==> src/rtl/clock_mode_ctrl_if.sv <==
// Button, time/alarm and control signals between the alarm-clock front end and the mode sequencer.
// master drives buttons and time values; slave (the sequencer) drives the mode/buzzer outputs.
interface clock_mode_ctrl_if;
  logic       btn_c;
  logic       btn_l;
  logic       btn_r;
  logic [1:0] th1;
  logic [3:0] th2;
  logic [2:0] tm1;
  logic [3:0] tm2;
  logic [1:0] ah1;
  logic [3:0] ah2;
  logic [2:0] am1;
  logic [3:0] am2;
  logic       adjust;
  logic       enth;
  logic       entm;
  logic       enah;
  logic       enam;
  logic       ens;
  logic       armed;
  logic       buzzer;

  modport master (
    output btn_c, btn_l, btn_r, th1, th2, tm1, tm2, ah1, ah2, am1, am2,
    input  adjust, enth, entm, enah, enam, ens, armed, buzzer
  );

  modport slave (
    input  btn_c, btn_l, btn_r, th1, th2, tm1, tm2, ah1, ah2, am1, am2,
    output adjust, enth, entm, enah, enam, ens, armed, buzzer
  );
endinterface

==> src/rtl/clock_mode_ctrl.sv <==
// Alarm-clock mode sequencer: button-driven adjust field selection, alarm arming,
// and a timed blinking buzzer triggered when the time rolls into equality with the alarm.
module clock_mode_ctrl #(
  parameter int RING_TIMEOUT = 12000,
  parameter int BLINK_HALF   = 100
) (
  input  logic             clk,
  input  logic             rst,
  clock_mode_ctrl_if.slave bus
);

  localparam int RING_W  = (RING_TIMEOUT > 1) ? $clog2(RING_TIMEOUT) : 1;
  localparam int BLINK_W = (BLINK_HALF > 1) ? $clog2(BLINK_HALF) : 1;

  typedef enum logic [2:0] {
    CLOCK  = 3'd0,
    ADJ_TH = 3'd1,
    ADJ_TM = 3'd2,
    ADJ_AH = 3'd3,
    ADJ_AM = 3'd4,
    RING   = 3'd5
  } state_t;

  state_t               state_reg;
  state_t               state_next;
  logic                 armed_reg;
  logic                 buzzer_reg;
  logic                 match_q_reg;
  logic [RING_W-1:0]    ring_cnt_reg;
  logic [BLINK_W-1:0]   blink_cnt_reg;

  logic any_btn;
  logic match;
  logic ring_last;
  logic blink_last;
  logic armed_toggle;

  assign any_btn    = bus.btn_c | bus.btn_l | bus.btn_r;
  assign match      = ({bus.th1, bus.th2, bus.tm1, bus.tm2} == {bus.ah1, bus.ah2, bus.am1, bus.am2});
  assign ring_last  = (ring_cnt_reg == RING_W'(RING_TIMEOUT - 1));
  assign blink_last = (blink_cnt_reg == BLINK_W'(BLINK_HALF - 1));
  // btn_r outranks btn_l, so a simultaneous right press swallows the arm toggle.
  assign armed_toggle = (state_reg == CLOCK) && !bus.btn_c && !bus.btn_r && bus.btn_l;

  always_ff @(posedge clk or posedge rst) begin
    if (rst) begin
      state_reg <= CLOCK;
    end else begin
      state_reg <= state_next;
    end
  end

  always_comb begin
    state_next = state_reg;
    case (state_reg)
      CLOCK: begin
        if (bus.btn_c) begin
          state_next = ADJ_TH;
        end else if (!any_btn && armed_reg && match && !match_q_reg) begin
          state_next = RING;
        end
      end
      ADJ_TH: begin
        if (bus.btn_c)      state_next = CLOCK;
        else if (bus.btn_r) state_next = ADJ_TM;
        else if (bus.btn_l) state_next = ADJ_AM;
      end
      ADJ_TM: begin
        if (bus.btn_c)      state_next = CLOCK;
        else if (bus.btn_r) state_next = ADJ_AH;
        else if (bus.btn_l) state_next = ADJ_TH;
      end
      ADJ_AH: begin
        if (bus.btn_c)      state_next = CLOCK;
        else if (bus.btn_r) state_next = ADJ_AM;
        else if (bus.btn_l) state_next = ADJ_TM;
      end
      ADJ_AM: begin
        if (bus.btn_c)      state_next = CLOCK;
        else if (bus.btn_r) state_next = ADJ_TH;
        else if (bus.btn_l) state_next = ADJ_AH;
      end
      RING: begin
        if (any_btn || ring_last) state_next = CLOCK;
      end
      default: state_next = CLOCK;
    endcase
  end

  // match_q resets to 1 so an equal time/alarm at power-up is not seen as a fresh edge.
  always_ff @(posedge clk or posedge rst) begin
    if (rst) begin
      armed_reg     <= 1'b0;
      buzzer_reg    <= 1'b0;
      match_q_reg   <= 1'b1;
      ring_cnt_reg  <= '0;
      blink_cnt_reg <= '0;
    end else begin
      match_q_reg <= match;
      if (armed_toggle) begin
        armed_reg <= ~armed_reg;
      end
      if (state_next == RING) begin
        if (state_reg != RING) begin
          ring_cnt_reg  <= '0;
          blink_cnt_reg <= '0;
          buzzer_reg    <= 1'b1;
        end else begin
          ring_cnt_reg <= ring_cnt_reg + RING_W'(1);
          if (blink_last) begin
            blink_cnt_reg <= '0;
            buzzer_reg    <= ~buzzer_reg;
          end else begin
            blink_cnt_reg <= blink_cnt_reg + BLINK_W'(1);
          end
        end
      end else begin
        ring_cnt_reg  <= '0;
        blink_cnt_reg <= '0;
        buzzer_reg    <= 1'b0;
      end
    end
  end

  always_comb begin
    bus.adjust = 1'b0;
    bus.enth   = 1'b0;
    bus.entm   = 1'b0;
    bus.enah   = 1'b0;
    bus.enam   = 1'b0;
    bus.ens    = 1'b1;
    case (state_reg)
      ADJ_TH: begin bus.adjust = 1'b1; bus.ens = 1'b0; bus.enth = 1'b1; end
      ADJ_TM: begin bus.adjust = 1'b1; bus.ens = 1'b0; bus.entm = 1'b1; end
      ADJ_AH: begin bus.adjust = 1'b1; bus.ens = 1'b0; bus.enah = 1'b1; end
      ADJ_AM: begin bus.adjust = 1'b1; bus.ens = 1'b0; bus.enam = 1'b1; end
      default: ;
    endcase
  end

  assign bus.armed  = armed_reg;
  assign bus.buzzer = buzzer_reg;

endmodule

==> src/flat_wrapper.sv <==
// flat-port wrapper written by rule: the top's interface ports become plain ports
module clock_mode_ctrl_flat 
#(
  parameter int RING_TIMEOUT = 12000,
  parameter int BLINK_HALF   = 100
)
  (clk, rst, bus_btn_c, bus_btn_l, bus_btn_r, bus_th1, bus_th2, bus_tm1, bus_tm2, bus_ah1, bus_ah2, bus_am1, bus_am2, bus_adjust, bus_enth, bus_entm, bus_enah, bus_enam, bus_ens, bus_armed, bus_buzzer);
  clock_mode_ctrl_if bus_i ();
  input  logic clk;
  input  logic rst;
  input wire logic [$bits(bus_i.btn_c)-1:0] bus_btn_c;
  input wire logic [$bits(bus_i.btn_l)-1:0] bus_btn_l;
  input wire logic [$bits(bus_i.btn_r)-1:0] bus_btn_r;
  input wire logic [$bits(bus_i.th1)-1:0] bus_th1;
  input wire logic [$bits(bus_i.th2)-1:0] bus_th2;
  input wire logic [$bits(bus_i.tm1)-1:0] bus_tm1;
  input wire logic [$bits(bus_i.tm2)-1:0] bus_tm2;
  input wire logic [$bits(bus_i.ah1)-1:0] bus_ah1;
  input wire logic [$bits(bus_i.ah2)-1:0] bus_ah2;
  input wire logic [$bits(bus_i.am1)-1:0] bus_am1;
  input wire logic [$bits(bus_i.am2)-1:0] bus_am2;
  output wire logic [$bits(bus_i.adjust)-1:0] bus_adjust;
  output wire logic [$bits(bus_i.enth)-1:0] bus_enth;
  output wire logic [$bits(bus_i.entm)-1:0] bus_entm;
  output wire logic [$bits(bus_i.enah)-1:0] bus_enah;
  output wire logic [$bits(bus_i.enam)-1:0] bus_enam;
  output wire logic [$bits(bus_i.ens)-1:0] bus_ens;
  output wire logic [$bits(bus_i.armed)-1:0] bus_armed;
  output wire logic [$bits(bus_i.buzzer)-1:0] bus_buzzer;
  assign bus_i.btn_c = bus_btn_c;
  assign bus_i.btn_l = bus_btn_l;
  assign bus_i.btn_r = bus_btn_r;
  assign bus_i.th1 = bus_th1;
  assign bus_i.th2 = bus_th2;
  assign bus_i.tm1 = bus_tm1;
  assign bus_i.tm2 = bus_tm2;
  assign bus_i.ah1 = bus_ah1;
  assign bus_i.ah2 = bus_ah2;
  assign bus_i.am1 = bus_am1;
  assign bus_i.am2 = bus_am2;
  assign bus_adjust = bus_i.adjust;
  assign bus_enth = bus_i.enth;
  assign bus_entm = bus_i.entm;
  assign bus_enah = bus_i.enah;
  assign bus_enam = bus_i.enam;
  assign bus_ens = bus_i.ens;
  assign bus_armed = bus_i.armed;
  assign bus_buzzer = bus_i.buzzer;
  clock_mode_ctrl #(.RING_TIMEOUT(RING_TIMEOUT), .BLINK_HALF(BLINK_HALF)) u_core (.clk(clk), .rst(rst), .bus(bus_i));
endmodule
==> config.mk <==
export PLATFORM = sky130hd
export DESIGN_NAME = clock_mode_ctrl_flat
export DESIGN_NICKNAME = d
export VERILOG_FILES = /design/src/rtl/clock_mode_ctrl_if.sv /design/src/rtl/clock_mode_ctrl.sv /design/src/flat_wrapper.sv
export SDC_FILE = /design/constraint.sdc
export NUM_CORES = 1
export LEC_CHECK = 0
export CAP_MARGIN = 20
export CORE_ASPECT_RATIO = 1.4
export CORE_MARGIN = 2
export CORE_UTILIZATION = 49
export CTS_CLUSTER_SIZE = 14
export DETAILED_ROUTE_END_ITERATION = 7
export MAX_ROUTING_LAYER = met4
export PLACE_DENSITY_LB_ADDON = 0.25
export SLEW_MARGIN = 15
export SYNTH_ARGS = -nofsm -noshare
export SYNTH_HDL_FRONTEND = slang
export SYNTH_SLANG_ARGS = --single-unit
export TNS_END_PERCENT = 10
==> constraint.sdc <==
create_clock -name clk -period 2 [get_ports clk]
set_input_delay 0.4 -clock clk [delete_from_list [all_inputs] [get_ports clk]]
set_output_delay 0.4 -clock clk [all_outputs]
set_load 0.01 [all_outputs]
* Word-level counts from Yosys, hierarchy flattened
Index checks and enable logic that the tools add are counted.
** Word-level totals
- Word-level logic and storage cells :: 66
- Register bits :: 27
- Input bits :: 31
** Operators by class
- Add/sub/neg operators :: 2
- Bitwise operators :: 4
- Reduce and logical (&&, ||, !) cells :: 13
- Multiplexer cells :: 30
- Eq/ne operators :: 11
** Operators by type and width (count)
- $mux W3 :: 15
- $mux W14 :: 2
- $mux W7 :: 3
- $pmux W3 S6 :: 1
- $add A14 B1 Y14 const B :: 1
- $eq A14 B14 Y1 const B :: 1
- $eq A13 B13 Y1 :: 1
- $eq A3 B3 Y1 const B :: 3
- $mux W1 :: 9
- $add A7 B1 Y7 const B :: 1
- $eq A7 B7 Y1 const B :: 1
- $eq A3 B2 Y1 const B :: 2
- $logic_and A1 B1 Y1 :: 6
- $logic_not A1 Y1 :: 4
- $reduce_or A4 Y1 :: 1
- $eq A3 B1 Y1 const B :: 1
- $logic_not A3 Y1 :: 1
- $ne A3 B2 Y1 const B :: 1
- $ne A3 B3 Y1 const B :: 1
- $not A1 Y1 :: 2
- $or A1 B1 Y1 :: 2
- $logic_or A1 B1 Y1 :: 1

* Longest topological paths before layout
Gate-level depths: netlist of run 1.
- Word-level depth :: 11
- Depth in mapped cells :: 7
- Mapped depth without buffers :: 6

* Worst setup path after synthesis of run 1
No wires, ideal clock.
- Kind :: register -> register
- From :: register u_core.state_reg[2]
- To :: register u_core.buzzer_reg, in the netlist u_core.bus.buzzer
- Period minus slack after synthesis :: 1.802 ns
- Stages on the path, launching flop included :: 7
- Setup time :: 0.066 ns
- Data arrival time :: 1.736 ns
- Setup slack :: 0.198 ns
- Required time :: 1.934 ns
- Path through :: dfrtp_1 > buf_6 > or4_1 > nor4_1 > nand4_1 > a31oi_2 > a41o_1
** On the way
- Word-level cells in the longest chain between the ends :: 6
- Elaborated cells between the ends (all ways) :: 27
** Ends and longest elaborated chain
- start, declared :: RTL line clock_mode_ctrl.sv:24 : state_t state_reg;
- start signal, assigned :: RTL line clock_mode_ctrl.sv:49 : state_reg <= state_next;
- $mux W3, on equally long branches (3 in a row)
- $pmux W3 S6 * :: RTL line clock_mode_ctrl.sv:55 : case (state_reg)
- via u_core.state_next[2] :: RTL line clock_mode_ctrl.sv:25 : state_t state_next;
- $eq A3 B3 Y1 * :: RTL line clock_mode_ctrl.sv:103 : if (state_next == RING) begin
- $ne A3 B2 Y1 (no line) or $mux W1 (tied branches)
- end signal, assigned :: RTL line clock_mode_ctrl.sv:112 : buzzer_reg <= ~buzzer_reg;
- end, declared :: RTL line clock_mode_ctrl.sv:27 : logic buzzer_reg;
The timed path passes the listed nets; every way through them passes the cells marked *.
A chain may end at the register's enable or synchronous reset.

* Worst setup path in the final report of run 1
- From :: input port bus_btn_r
- To :: register u_core.buzzer_reg, in the netlist u_core.bus.buzzer
** On the way
- Word-level cells in the longest chain between the ends :: 10
- Elaborated cells between the ends (all ways) :: 21
** Ends and longest elaborated chain
- start, declared :: RTL line flat_wrapper.sv:13 : input wire logic [$bits(bus_i.btn_r)-1:0] bus_btn_r;
- $or A1 B1 Y1 :: RTL line clock_mode_ctrl.sv:38 : assign any_btn = bus.btn_c | bus.btn_l | bus.btn_r;
- $logic_not A1 Y1 :: RTL line clock_mode_ctrl.sv:59 : end else if (!any_btn && armed_reg && match && !match_q_reg) begin
- $logic_and A1 B1 Y1 (3 in a row) :: RTL line clock_mode_ctrl.sv:59
- $mux W3 :: RTL line clock_mode_ctrl.sv:59
- $mux W3 :: RTL line clock_mode_ctrl.sv:57 : if (bus.btn_c) begin
- $pmux W3 S6 * :: RTL line clock_mode_ctrl.sv:55
- via u_core.state_next[1] :: RTL line clock_mode_ctrl.sv:25
- $eq A3 B3 Y1 * :: RTL line clock_mode_ctrl.sv:103
- $ne A3 B2 Y1 (no line) or $mux W1 (tied branches)
Marked as above.

==> results of run 1 <==
-- worst register-to-register path: cells and delay by family, from the launching register on --
| family | cells | cell delay, ns |
|---|---|---|
| AO/OA/AOI/OAI | 2 | 0.36 |
| AND/OR/NAND/NOR | 3 | 0.84 |
| flip-flops | 1 | 0.46 |
| buffers and inverters | 1 | 0.16 |
-- synth_stat cells, drive strengths merged, types with 4 or more instances --
master	number	area, µm²
nand2	9	33.78
nand2b	4	25.02
nand4	4	25.02
xor2	24	210.2
dfrtp	26	650.6
nor3	5	25.02
nor2	30	112.6
xnor2	8	70.07
and3	5	37.54
nand3	8	40.04
inv	6	22.52
-- power by group --
part           switching (W)  internal [W]  total, W
Sequential         0.0000407      0.000574  0.000614
Combinational       0.000180      0.000230  0.000410
Clock               0.000173      0.000141  0.000314
Total               0.000394      0.000945   0.00134
-- kinds of logic (layout without fill, tap and decap cells) --
family / count (synthesis) / after routing
compound gates: 14 / 14
xor+xnor: 32 / 32
fa+ha+maj: 2 / 2
buf+inv: 11 / 62
flops: 27 / 27
simple gates: 81 / 81
-- area by class of cell --
class                      count  area (µm²)  area share (%)
clock buffer                   3       41.29           1.905
clock inverter                 1       7.507          0.3464
inverter                       6       22.52           1.039
multi-input combinational    129       873.3           40.30
sequential                    27       680.7           31.41
tap                           39       48.80           2.252
timing repair buffer          52       493.0           22.75
-- worst max path at each step --
stage,slack [ns],end,start,depth (start not counted)
CTS,-0.08,u_core.bus.buzzer$_DFFE_PP0P_,u_core.state_reg[0]$_DFF_PP0_,6
finish,-0.008,u_core.bus.buzzer$_DFFE_PP0P_,bus_btn_r,7
floorplan,0.20,u_core.bus.buzzer$_DFFE_PP0P_,u_core.state_reg[2]$_DFF_PP0_,6
global placement,-0.25,u_core.bus.buzzer$_DFFE_PP0P_,bus_btn_l,6
global route,-0.04,u_core.bus.buzzer$_DFFE_PP0P_,bus_btn_l,6
detailed placement,-0.28,u_core.bus.buzzer$_DFFE_PP0P_,bus_btn_l,6
-- metal layers --
| layer | part of all wire [%] | global-route usage [%] | vias up | wire length (µm) |
|---|---|---|---|---|
| met1 | 37 | 18.82 | 668 | 1292 |
| met3 | 4.7 | 3.165 | 8 | 165 |
| met2 | 57 | 38.12 | 53 | 1978 |
| met5 | 0 | - | - | 0 |
| li1 | - | - | 674 | - |
| met4 | 1.6 | 6.433 | 0 | 57 |
-- metrics by stage --
step / power, W / setup WS (ns) / TNS (ns)
2_1_floorplan: 0.0007903 / 0.1979 / 0
3_3_place_gp: 0.0009941 / -0.2486 / -0.3591
3_5_place_dp: 0.001002 / -0.2772 / -0.5394
4_1_cts: 0.001325 / -0.07853 / -0.1971
5_1_grt: 0.001396 / -0.04064 / -0.04525
6_report: 0.001338 / -0.007700 / -0.007700
-- what timing repair did --
item,4_1_cts,5_1_grt
endpoints found under the setup margin,6,6
pin swaps,0,4
buffers inserted,1,1
gates resized for setup,5,10
hold endpoints to repair,0,0
==> impl_metrics.json, run 1 <==
{
  "outcome": "complete, but fails checks",
  "violations": "setup timing",
  "critPathTopFamily": "simple AND/OR/NAND/NOR gates",
  "synthMuxAreaShare_pct": 0,
  "synth_top_family_by_area": "simple AND/OR/NAND/NOR gates",
  "tightest_slew_ns": 0.4658,
  "fin_ws_ns": -0.007700,
  "instances_no_fill": 257,
  "routabilityCongestion": 0.7892,
  "ir_drop_mv": 0.4582,
  "grt_usage_pct": 19.73,
  "crit_required_ns": 2.17,
  "fill_cells": 239,
  "cpMaxStageDelayCell": "or4b_1",
  "placement.io_buffers": 38,
  "drt_first_pass_iters": 4,
  "antenna_left": 0,
  "whs_ns": 0.4671,
  "core_um2": 3093,
  "numCtsBuffers": 3,
  "cts_htree_levels": 1,
  "regToRegSetupSlack_ns": 0.13,
  "clk_pin_slew_worst_paths_ns": 0.09,
  "finalClockSkew_ns": 0.001589,
  "detail_route.vias_per_cell": 5.459,
  "drive_above_1_share_pct": 16.06,
  "setup_viol": 1,
  "crit_chain": "clkdlybuf4s50_1 > buf_4 > nand2b_1 > or4b_1 > o311ai_1 > a21oi_1 > a41o_1",
  "syn_area_per_cell_um2": 9.463,
  "clk_latency_ns": 0.27,
  "crit_fanout": 6,
  "rows": 24,
  "postPlaceCellArea_um2": 2062,
  "synth-async-reset-ratio_pct": 100.0,
  "clk_path_buf_depth": 2,
  "grt_pass1_wl_um": 5444,
  "dp_hpwl_um": 2635,
  "gr-total-overflow": 0,
  "dp.cells": 251,
  "netlist_area_um2": 1580,
  "holdPathEnd": "u_core.blink_cnt_reg[0]$_DFF_PP0_",
  "cts_tree": "yes",
  "max_stage_delay_ns": 0.52,
  "r2r_start": "u_core.state_reg[0]$_DFF_PP0_",
  "routedWlPerCell_um": 13.60,
  "cp.arrival_ns": 2.18,
  "nNetsFinal": 252,
  "fmaxAchievable_mhz": 498.1,
  "worstSetupPathType": "in -> reg",
  "io_pins": 39,
  "power.density_nw_per_um2": 617.6,
  "drv_slew": 0,
  "vias": 1403,
  "rsz0062_at_grt": "yes",
  "synth_compound_area_share_pct": 6.968,
  "area.growth.synth_to_final_pct": 37.13,
  "synth-adder-area-share_pct": 1.584,
  "start_util_pct": 51.09,
  "synth_edf_count": 0,
  "post-route-util_pct": 70.06,
  "rr_worst_depth": 6,
  "drt-total-wl_um": 3494,
  "synth-xor-area-share_pct": 17.74,
  "cts_root_buffer": "clkbuf_8",
  "hp-class": "reg -> reg",
  "ys_seq_elements": 27,
  "synth-simple-area-share_pct": 27.08,
  "dieWidth_um": 52.00,
  "cap_violations": 0,
  "dieArea_um2": 3702,
  "yosys_warnings": 0,
  "finalHoldViolations": 0,
  "total_leakage_power_nw": 0.9577,
  "synthFlopType": "dfrtp_1",
  "whs_path_depth": 1,
  "cp-start-kind": "input port",
  "worstReg2RegEnd": "u_core.bus.buzzer$_DFFE_PP0P_",
  "die_y_um": 71.20,
  "critPathCaptureType": "register",
  "fin_crit_ns": 2.008,
  "largest_register_ffs": 14,
  "path_buf_inv": 2,
  "finish.instance_area_um2": 2167,
  "grt_pass1_vias": 1400,
  "slew_headroom_pct": 68.45,
  "synth_nets": 200,
  "antenna_found_initial": 0,
  "hold_buffers": 0,
  "synth_seq_area_share_pct": 42.83,
  "yosys.cell_types.count": 38,
  "grt_start_max_net_pins": 28,
  "worstHoldStart": "u_core.blink_cnt_reg[0]$_DFF_PP0_",
  "cts_sinks": 27,
  "finalCritPeriodShare_pct": 100.4,
  "layout_common_cells": "32 x clkdlybuf4s50_1, 29 x nor2_1, 24 x xor2_1, 23 x dfrtp_1, 14 x buf_4",
  "first_iter_violations": 47,
  "final_common_cell": "clkdlybuf4s50_1",
  "drcViolationCount": 0,
  "syn_inst": 167,
  "num_antenna_cells": 0
}
No activity file was read; power rests on OpenSTA's default activity.
==> inputs of run 2 (changes only) <==
--- a/config.mk
+++ b/config.mk
@@ -8,7 +8,7 @@
 export CAP_MARGIN = 20
 export CORE_ASPECT_RATIO = 1.4
 export CORE_MARGIN = 2
-export CORE_UTILIZATION = 49
+export CORE_UTILIZATION = 53
 export CTS_CLUSTER_SIZE = 14
 export DETAILED_ROUTE_END_ITERATION = 7
 export MAX_ROUTING_LAYER = met4
==> constraint.sdc (replaced) <==
create_clock -name clk -period 2.6 [get_ports clk]
set_input_delay 0.52 -clock clk [delete_from_list [all_inputs] [get_ports clk]]
set_output_delay 0.52 -clock clk [all_outputs]
set_load 0.01 [all_outputs]
==> run 2 against run 1 <==
Net effect: the flow now finishes without violations; critical path type is now reg -> out; flip-flop and latch count did not move; clock skew up 0.0022 ns; combinational power shrank 32%.
==> impl_metrics.json, run 2 (same netlist as run 1, synthesis figures left out) <==
{
  "outcome": "completed",
  "tightest_slew_ns": 0.5391,
  "whs_ns": 0.4728,
  "top_usage_layer": "met2",
  "use_met2_pct": 41.28,
  "cts_post_setup_buffers_inserted": 0,
  "finalClockSkew_ns": 0.003744,
  "numCtsBuffers": 3,
  "first_iter_violations": 20,
  "worstReg2RegEnd": "u_core.bus.buzzer$_DFFE_PP0P_",
  "rr_worst_depth": 5,
  "regToRegSetupSlack_ns": 0.57,
  "routedWlPerCell_um": 13.36,
  "worstSetupPathType": "reg -> out",
  "cpMaxStageDelayCell": "clkdlybuf4s50_1",
  "drive_above_1_share_pct": 7.729,
  "crit_fanout": 11,
  "drv_slew": 0,
  "placement.io_buffers": 38,
  "grt_use_met3_pct": 2.371,
  "worstHoldStart": "u_core.blink_cnt_reg[0]$_DFF_PP0_",
  "cts_htree_levels": 1,
  "detail_route.vias_per_cell": 5.439,
  "grt_start_max_net_pins": 17,
  "dp_hpwl_um": 2561,
  "cap_violations": 0,
  "total_leakage_power_nw": 0.8315,
  "vias": 1327,
  "clk_path_buf_depth": 2,
  "hold_buffers": 0,
  "start_util_pct": 55.47,
  "cts_sinks": 27,
  "cp.arrival_ns": 1.76,
  "finalHoldViolations": 0,
  "cts_tree": "yes",
  "layout_common_cells": "38 x clkdlybuf4s50_1, 30 x nor2_1, 26 x dfrtp_1, 24 x xor2_1, 9 x nand2_1",
  "fmaxAchievable_mhz": 438.4,
  "antenna_found_initial": 0,
  "die_y_um": 68.61,
  "power.total_w": 0.0009925,
  "setup_viol": 0,
  "dieArea_um2": 3441,
  "post-route-util_pct": 71.63,
  "fin_crit_ns": 2.281,
  "critPathTopFamily": "buffers and inverters",
  "use_met1_pct": 22.11,
  "final_common_cell": "clkdlybuf4s50_1",
  "area.growth.synth_to_final_pct": 29.14,
  "drcViolationCount": 0,
  "largest_register_ffs": 14,
  "routabilityCongestion": 0.8526,
  "cp-start-kind": "register",
  "grt_usage_pct": 21.26,
  "whs_path_depth": 1,
  "grt_pass1_vias": 1291,
  "crit_chain": "nor2_1 > xnor2_1 > clkdlybuf4s50_1",
  "dieWidth_um": 50.15,
  "drt-total-wl_um": 3260,
  "grt_pass1_wl_um": 5430,
  "finalCritPeriodShare_pct": 87.73,
  "power.density_nw_per_um2": 486.3,
  "antenna_left": 0,
  "crit_required_ns": 2.08,
  "holdPathEnd": "u_core.blink_cnt_reg[0]$_DFF_PP0_",
  "num_antenna_cells": 0,
  "drt_first_pass_iters": 4,
  "path_buf_inv": 1,
  "slew_headroom_pct": 64.02,
  "critPathCaptureType": "output pin",
  "nNetsFinal": 241,
  "clk_pin_slew_worst_paths_ns": 0.10,
  "ir_drop_mv": 0.3882,
  "clk_latency_ns": 0.27,
  "fin_tns_setup_ns": 0,
  "cts_root_buffer": "clkbuf_8",
  "core_um2": 2849,
  "gr-total-overflow": 0,
  "rows": 23,
  "io_pins": 39,
  "r2r_start": "u_core.state_reg[1]$_DFF_PP0_",
  "rsz0062_at_grt": "no",
  "hp-class": "reg -> reg",
  "ctsResizeCount": 0,
  "max_stage_delay_ns": 0.58
}
[run 2: metal layers]
| layer | vias up | share of wire [%] |
|---|---|---|
| met4 | 0 | 1.1 |
| met5 | - | 0 |
| met1 | 634 | 38 |
| met2 | 39 | 56 |
| met3 | 4 | 4.2 |
| li1 | 650 | - |
[run 2: power breakdown]
group / total [W] / internal (W) / switching (W) / leakage (nW)
registers: 0.000474 / 0.000439 / 0.0000354 / 0.369
logic: 0.000278 / 0.000164 / 0.000114 / 0.440
clock network: 0.000240 / 0.000109 / 0.000132 / 0.0217
total: 0.000992 / 0.000711 / 0.000281 / 0.832
[run 2: cell type report]
cell class              instances  area, µm²
multi-input cells             129      843.3
inverters                       6      22.52
repair buffers                 41      402.9
well taps                      37      46.29
flip-flops and latches         27      676.9
fillers                       229      808.3
clock buffers                   3      41.29
clock inverters                 1      7.507
[run 2: how the worst max path moves through the flow]
stage,endpoint,cells after the start,start
after floorplan,u_core.bus.buzzer$_DFFE_PP0P_,6,bus_btn_c
after global placement,u_core.bus.buzzer$_DFFE_PP0P_,6,bus_btn_l
after detailed placement,u_core.bus.buzzer$_DFFE_PP0P_,6,bus_btn_l
after CTS,bus_enth,3,u_core.state_reg[0]$_DFF_PP0_
after global routing,bus_enth,3,u_core.state_reg[2]$_DFF_PP0_
final,bus_adjust,3,u_core.state_reg[1]$_DFF_PP0_
[run 2: per-stage QoR]
stage                     area (µm²)  worst slack (ns)  std cells
after floorplan                 1580            0.7130        167
after global placement          1992            0.1694        240
final                           2041            0.3189        244
after CTS                       2041            0.3235        244
after detailed placement        1992            0.1109        240
after global routing            2041            0.2427        244
==> inputs of run 3 (changes only) <==
--- a/config.mk
+++ b/config.mk
@@ -5,10 +5,12 @@
 export SDC_FILE = /design/constraint.sdc
 export NUM_CORES = 1
 export LEC_CHECK = 0
-export CAP_MARGIN = 20
+export ABC_AREA = 0
+export CAP_MARGIN = 10
 export CORE_ASPECT_RATIO = 1.4
 export CORE_MARGIN = 2
 export CORE_UTILIZATION = 53
+export CTS_CLUSTER_DIAMETER = 100
 export CTS_CLUSTER_SIZE = 14
 export DETAILED_ROUTE_END_ITERATION = 7
 export MAX_ROUTING_LAYER = met4
==> results of run 3 <==
No change in the layout: final DEF, timing and power equal those of run 2.
